## config.mk

```make
export PLATFORM = sky130hd
export DESIGN_NAME = l1_refill_engine
export DESIGN_NICKNAME = d
export VERILOG_FILES = /design/src/rtl/l1_cache_pkg.sv /design/src/rtl/l1_refill_engine.sv
export SDC_FILE = /design/constraint.sdc
export NUM_CORES = 1
export LEC_CHECK = 0
export BUFFER_PORTS_ARGS = -buffer_cell sky130_fd_sc_hd__buf_2
export CORE_ASPECT_RATIO = 1.1
export CORE_MARGIN = 10
export CORE_UTILIZATION = 40
export CTS_CLUSTER_SIZE = 16
export DETAILED_ROUTE_END_ITERATION = 7
export GPL_ROUTABILITY_DRIVEN = 0
export PLACE_DENSITY = 0.81
export SLEW_MARGIN = 10
export SYNTH_ARGS = -nofsm -noshare
export SYNTH_HDL_FRONTEND = slang
export SYNTH_SLANG_ARGS = --single-unit
```

## constraint.sdc

```tcl
create_clock -name clk -period 2.9 [get_ports clk]
set_clock_uncertainty 0.05 [all_clocks]
set_input_delay 0.29 -clock clk [delete_from_list [all_inputs] [get_ports clk]]
set_output_delay 0.29 -clock clk [all_outputs]
set_load 0.05 [all_outputs]
```

## src/rtl/l1_cache_pkg.sv

```systemverilog
// ============================================================================
//  Module      : l1_cache_pkg
//  Description : Shared L1 geometry, refill state encoding and address-field
//                extraction helpers used by the refill engine, array and hit
//                logic.
//  Revision    : 1.0 - initial release
// ============================================================================
`default_nettype none

package l1_cache_pkg;

    localparam int ADDR_W     = 32;
    localparam int INDEX_W    = 7;
    localparam int LINE_WORDS = 8;
    localparam int WORD_W     = 32;
    localparam int WORD_SEL_W = $clog2(LINE_WORDS);
    localparam int OFFSET_W   = WORD_SEL_W + 2;
    localparam int TAG_W      = ADDR_W - INDEX_W - OFFSET_W;

    typedef enum logic [1:0] {
        ST_IDLE   = 2'd0,
        ST_REQ    = 2'd1,
        ST_FILL   = 2'd2,
        ST_COMMIT = 2'd3
    } refill_state_e;

    function automatic logic [INDEX_W-1:0] addr_index(input logic [ADDR_W-1:0] addr);
        return addr[OFFSET_W+INDEX_W-1:OFFSET_W];
    endfunction

    function automatic logic [TAG_W-1:0] addr_tag(input logic [ADDR_W-1:0] addr);
        return addr[ADDR_W-1:OFFSET_W+INDEX_W];
    endfunction

    function automatic logic [WORD_SEL_W-1:0] addr_word(input logic [ADDR_W-1:0] addr);
        return addr[OFFSET_W-1:2];
    endfunction

    function automatic logic [ADDR_W-1:0] line_align(input logic [ADDR_W-1:0] addr);
        return {addr[ADDR_W-1:OFFSET_W], {OFFSET_W{1'b0}}};
    endfunction

endpackage

`default_nettype wire

```

## src/rtl/l1_refill_engine.sv

```systemverilog
// ============================================================================
//  Module      : l1_refill_engine
//  Description : L1 miss refill controller: one line-aligned burst read,
//                per-word data-array writes, critical-word forward, tag commit.
//  Revision    : 1.0 - initial release
// ============================================================================
`default_nettype none

module l1_refill_engine
    import l1_cache_pkg::*;
(
    input  logic                  clk,
    input  logic                  rst,
    input  logic                  miss_valid,
    input  logic [ADDR_W-1:0]     miss_addr,
    output logic                  miss_ready,
    output logic                  mem_req_valid,
    output logic [ADDR_W-1:0]     mem_req_addr,
    input  logic                  mem_req_ready,
    input  logic                  mem_rsp_valid,
    input  logic [WORD_W-1:0]     mem_rsp_data,
    output logic                  fill_we,
    output logic [INDEX_W-1:0]    fill_index,
    output logic [WORD_SEL_W-1:0] fill_word,
    output logic [WORD_W-1:0]     fill_data,
    output logic                  tag_we,
    output logic [TAG_W-1:0]      tag_value,
    output logic                  fwd_valid,
    output logic [WORD_W-1:0]     fwd_data,
    output logic                  busy
);

    localparam logic [WORD_SEL_W-1:0] c_LAST_BEAT = WORD_SEL_W'(LINE_WORDS - 1);

    refill_state_e          r_state;
    refill_state_e          w_state_next;
    logic [ADDR_W-1:0]      r_line_addr;
    logic [WORD_SEL_W-1:0]  r_beat;
    logic                   r_fill_we;
    logic [WORD_SEL_W-1:0]  r_fill_word;
    logic [WORD_W-1:0]      r_fill_data;
    logic                   r_fwd_valid;
    logic [WORD_W-1:0]      r_fwd_data;

    logic                   w_accept;
    logic                   w_req_done;
    logic                   w_beat;
    logic                   w_last_beat;

    assign w_accept    = miss_valid & (r_state == ST_IDLE);
    assign w_req_done  = mem_req_ready & (r_state == ST_REQ);
    assign w_beat      = mem_rsp_valid & (r_state == ST_FILL);
    assign w_last_beat = w_beat & (r_beat == c_LAST_BEAT);

    always_ff @(posedge clk or posedge rst) begin
        if (rst) begin
            r_state <= ST_IDLE;
        end else begin
            r_state <= w_state_next;
        end
    end

    always_comb begin
        w_state_next = r_state;
        unique case (r_state)
            ST_IDLE:   if (w_accept)    w_state_next = ST_REQ;
            ST_REQ:    if (w_req_done)  w_state_next = ST_FILL;
            ST_FILL:   if (w_last_beat) w_state_next = ST_COMMIT;
            ST_COMMIT:                  w_state_next = ST_IDLE;
            default:                    w_state_next = ST_IDLE;
        endcase
    end

    // Write strobes are single-cycle; data fields hold until the next beat.
    always_ff @(posedge clk or posedge rst) begin
        if (rst) begin
            r_line_addr <= '0;
            r_beat      <= '0;
            r_fill_we   <= 1'b0;
            r_fill_word <= '0;
            r_fill_data <= '0;
            r_fwd_valid <= 1'b0;
            r_fwd_data  <= '0;
        end else begin
            r_fill_we   <= 1'b0;
            r_fwd_valid <= 1'b0;
            if (w_accept) begin
                r_line_addr <= miss_addr;
            end
            if (w_req_done) begin
                r_beat <= '0;
            end
            if (w_beat) begin
                r_beat      <= r_beat + 1'b1;
                r_fill_we   <= 1'b1;
                r_fill_word <= r_beat;
                r_fill_data <= mem_rsp_data;
                if (r_beat == addr_word(r_line_addr)) begin
                    r_fwd_valid <= 1'b1;
                    r_fwd_data  <= mem_rsp_data;
                end
            end
        end
    end

    assign miss_ready    = (r_state == ST_IDLE);
    assign busy          = (r_state != ST_IDLE);
    assign mem_req_valid = (r_state == ST_REQ);
    assign tag_we        = (r_state == ST_COMMIT);
    assign mem_req_addr  = line_align(r_line_addr);
    assign fill_index    = addr_index(r_line_addr);
    assign tag_value     = addr_tag(r_line_addr);
    assign fill_we       = r_fill_we;
    assign fill_word     = r_fill_word;
    assign fill_data     = r_fill_data;
    assign fwd_valid     = r_fwd_valid;
    assign fwd_data      = r_fwd_data;

endmodule

`default_nettype wire

```

---- Word-level counts from Yosys, hierarchy flattened ----
Index checks and enable logic that the tools add are counted.
word-level totals
  flip-flop bits (word level) ............. 106
  output and inout bits ................... 132
cells by class
  add/subtract/negate cells ............... 1
  equality and inequality tests ........... 8
  mux-type cells .......................... 9
  bitwise gates (word level) .............. 4
  reduce and logical (&&, ||, !) cells .... 5
operator list
  cell                                                  count
  one-hot mux 2 bit (4 select lines)                    1
  2-to-1 mux 2 bit                                      3
  2-to-1 mux 3 bit                                      2
  bitwise AND 1 bit                                     4
  equality test 2 bit (second input constant)           2
  != test 2 x 1 -> 1 bit (second input constant)        2
  nonzero test 2 bit                                    2
  adder 3 x 1 -> 3 bit (second input constant)          1
  equality test 3 bit                                   1
  equality test 3 bit (second input constant)           1
  2-to-1 mux 1 bit                                      3
  AND reduction 3 bit                                   1
  equality test 2 x 1 -> 1 bit (second input constant)  1
  logical NOT 2 bit                                     1
  != test 2 bit (second input constant)                 1
  AND reduction 2 bit                                   1

---- Depth between registers and ports, before layout ----
  depth after elaboration ................. 5
  gate-level depth with buffers ........... 6
  mapped depth without buffers ............ 5

---- Worst setup path before layout ----
No wires, ideal clock.
  path kind ............................... reg-to-reg
  start point ............................. reg r_state[0]
  end point ............................... reg r_fwd_data[10] (netlist: fwd_data[10])
  library setup time ...................... 125 ps
  data arrival time ....................... 1,761 ps
  path slack .............................. 964 ps
  cell stages (with the launch flop) ...... 7
  path buffers ............................ 1
  clock period less this slack ............ 1,936 ps
  cell sequence ........................... dfrtp_1 inv_1 ha_1 nand2_2 nor4_4 buf_6 mux2_2
on the way
  cells in the longest elaborated chain, start to end .. 3
ends and longest elaborated chain
  item                                  line                     RTL
  start, declared                       l1_refill_engine.sv:35   refill_state_e r_state;
  start signal, assigned                l1_refill_engine.sv:59   r_state <= w_state_next;
  equality test 2 bit                   l1_refill_engine.sv:52   assign w_beat = mem_rsp_valid & (r_state == ST_FILL);
  bitwise AND 1 bit                     l1_refill_engine.sv:52
  AND reduction 2 bit (no source line)  -
  end signal, assigned                  l1_refill_engine.sv:100  r_fwd_data <= mem_rsp_data;
  end, declared                         l1_refill_engine.sv:43   logic [WORD_W-1:0] r_fwd_data;
No other way between the ends.
A chain may end at the register's enable or synchronous reset.

---- Final worst setup path ----
  start point ............................. reg r_state[0]
  end point ............................... reg r_fwd_data[6] (netlist: fwd_data[6])
The elaborated chain is that of the path after synthesis.

==> impl_metrics.json <==
{
  "status": "completed",
  "layout-drive-gt1-share": 0.698,
  "cts_buffers": 9,
  "r2r_slack_ps": 890,
  "antenna_found_initial": 0,
  "crit_path_end": "fwd_data[6]",
  "final_antenna_net_count": 0,
  "grt_max_degree": 50,
  "io_buffer_count": 193,
  "grt.total_usage": 0.133,
  "first_pass_iters": 4,
  "setup-violations-final": 0,
  "hold_class": "in -> async",
  "core_um2": 10900,
  "use_met1": 0.136,
  "yosys_warnings": 0,
  "ctsHoldBuffers": 0,
  "maxCapViolCount": 0,
  "grt_pass1_vias": 3145,
  "critPathLaunch": "r_state[0]",
  "synth_cells": 298,
  "final_area_um2": 5450,
  "final.setup.tns_ps": 0,
  "worst_setup_path_start_kind": "flip-flop",
  "crit_type": "reg -> reg",
  "fin_crit_sh": 0.693,
  "nets": 520,
  "via_count": 2705,
  "worstSkewPairLatency_ps": 330,
  "wl_per_cell_um": 17.2,
  "final_cells": 597,
  "die_h_um": 130,
  "cp.required_ps": 3070,
  "rsz0062_at_grt": "false",
  "worstPathArrival_ps": 2170,
  "gr-usage-met3": 0.0657,
  "synth-seq-cells": 104,
  "r2r_end": "fwd_data[6]",
  "drt-total-wl_um": 10300,
  "drt_iter0_drc": 58,
  "grt_pass1_wl_um": 16600,
  "fmax_mhz": 498,
  "cp_max_fo": 19,
  "start_util": 0.408,
  "syn_avg_cell_area_um2": 14.9,
  "worstMarginPinSlew_ps": 1100,
  "placedCellCount": 581,
  "hold_viol": 0,
  "grt_overflow": 0,
  "post_cts_buffers": 0,
  "dp_hpwl_um": 8100,
  "slew_violations": 0,
  "htree_levels": 3,
  "cts_tree": "built",
  "yosysSeqAreaShare": 0.588,
  "path_clk_slew_ps": 70,
  "placed_area_um2": 5160,
  "drc": 0,
  "rows": 40,
  "regToRegStartpoint": "r_state[0]",
  "grt-busiest-layer": "met2",
  "dieArea_um2": 15700,
  "nFillCells": 954,
  "r2r_cells": 6,
  "clockBufferDepth": 2,
  "diodes": 0,
  "vias_per_cell": 4.53,
  "root_buffer": "clkbuf_16",
  "synth_area_um2": 4430,
  "fin_hold_ws_ps": 131,
  "slew_headroom": 0.264,
  "cts_resized": 0,
  "layout_min_cycle_time_ps": 2010,
  "top_level_ports": 201,
  "use_met2": 0.231,
  "areaGrowthSynthToFinish_pct": 23.0,
  "yosysUniqueCellTypes": 20,
  "fp.dieW_um": 120,
  "clock_sinks": 104,
  "critPathCaptureType": "flip-flop"
}
-- logic make-up (layout without fill, tap and decap cells) --
| group | after synthesis | after routing | share of synthesized area |
|---|---|---|---|
| flops | 104 | 104 | 0.588 |
| mux | 98 | 98 | 0.249 |
| buf+inv | 74 | 222 | 0.118 |
| fa+ha+maj | 6 | 6 | 0.0169 |
| compound gates | 6 | 6 | 0.0110 |
| simple gates | 6 | 6 | 0.0102 |
| xor+xnor | 3 | 3 | 0.00593 |
| other cells | 1 | 5 | 0.000847 |
-- worst min path at each step --
stage | cells after the start | start | to | slack [ps]
3_5_place_dp | 1 | fill_data[25] | fill_data[25] | 440
3_3_place_gp | 1 | fwd_data[11] | fwd_data[11] | 420
2_1_floorplan | 1 | mem_rsp_data[11] | fwd_data[11] | 370
5_1_grt | 2 | miss_addr[23] | r_line_addr[23] | 120
4_1_cts | 2 | miss_addr[9] | r_line_addr[9] | 120
6_report | 2 | rst | r_line_addr[7] | 130
-- cells in the mapped netlist --
library cell | instances | share of area
o32a_1 | 1 | 0.0023
buf_6 | 3 | 0.0076
nand2_2 | 1 | 0.0014
clkbuf_1 | 4 | 0.0034
inv_1 | 6 | 0.0051
dfrtp_1 | 104 | 0.59
nand2_1 | 3 | 0.0025
nor2b_1 | 1 | 0.0014
mux2_1 | 1 | 0.0025
o21ai_0 | 1 | 0.0011
a221oi_1 | 1 | 0.0020
ha_1 | 6 | 0.017
buf_2 | 2 | 0.0023
a22o_1 | 2 | 0.0040
nor4_4 | 1 | 0.0048
a22oi_1 | 1 | 0.0017
xor2_1 | 3 | 0.0059
buf_4 | 59 | 0.10
mux2_2 | 97 | 0.25
conb_1 | 1 | 0.00085
-- metrics by stage --
stage	util	setup slack (ps)
4_1_cts	0.502	857
2_1_floorplan	-	964
3_3_place_gp	0.475	934
6_report	0.502	891
5_1_grt	0.502	694
3_5_place_dp	0.475	867
-- cells in the final DEF, fill, tap and decap left out, types with 2 or more instances in the layout --
master / n
clkbuf_8: 3
buf_2: 193
clkbuf_1: 2
buf_4: 6
mux2_2: 97
inv_1: 5
xor2_1: 3
clkbuf_16: 9
clkinvlp_4: 2
a22o_1: 2
dfrtp_1: 104
ha_1: 6
nand2_1: 3
conb_1: 5
-- sequential cells by signal (all words and copies together), names as in the netlist --
name and count:
fill_data 32, fill_we 1, fill_word 3, fwd_data 32, fwd_valid 1, r_beat 3
r_line_addr 30, r_state 2
-- critical path: stages, from the launching register on --
cell     delay, ps
dfrtp_1        420
inv_1          100
ha_1           230
nand2_2        110
nor4_4         260
buf_4          330
mux2_2         370
-- per-layer routing --
metal  wire length [µm]  part of all wire  vias to the layer above
li1                   -                 -                     1238
met1               3710              0.36                     1339
met2               5280              0.51                      118
met3               1180              0.11                       10
met4                123             0.012                        0
met5                  0                 0                        -
-- final cells by class --
type | count | area [µm²] | share of cell area
inverters | 6 | 26.3 | 0.00482
repair buffers | 200 | 1030 | 0.189
multi-input cells | 124 | 1320 | 0.242
flip-flops and latches | 104 | 2600 | 0.478
clock inverters | 2 | 12.5 | 0.00230
clock buffers | 14 | 274 | 0.0503
well taps | 147 | 184 | 0.0338
Power is not shown: default switching activity piles up to over one toggle a cycle in this logic, so the estimate is an artifact.
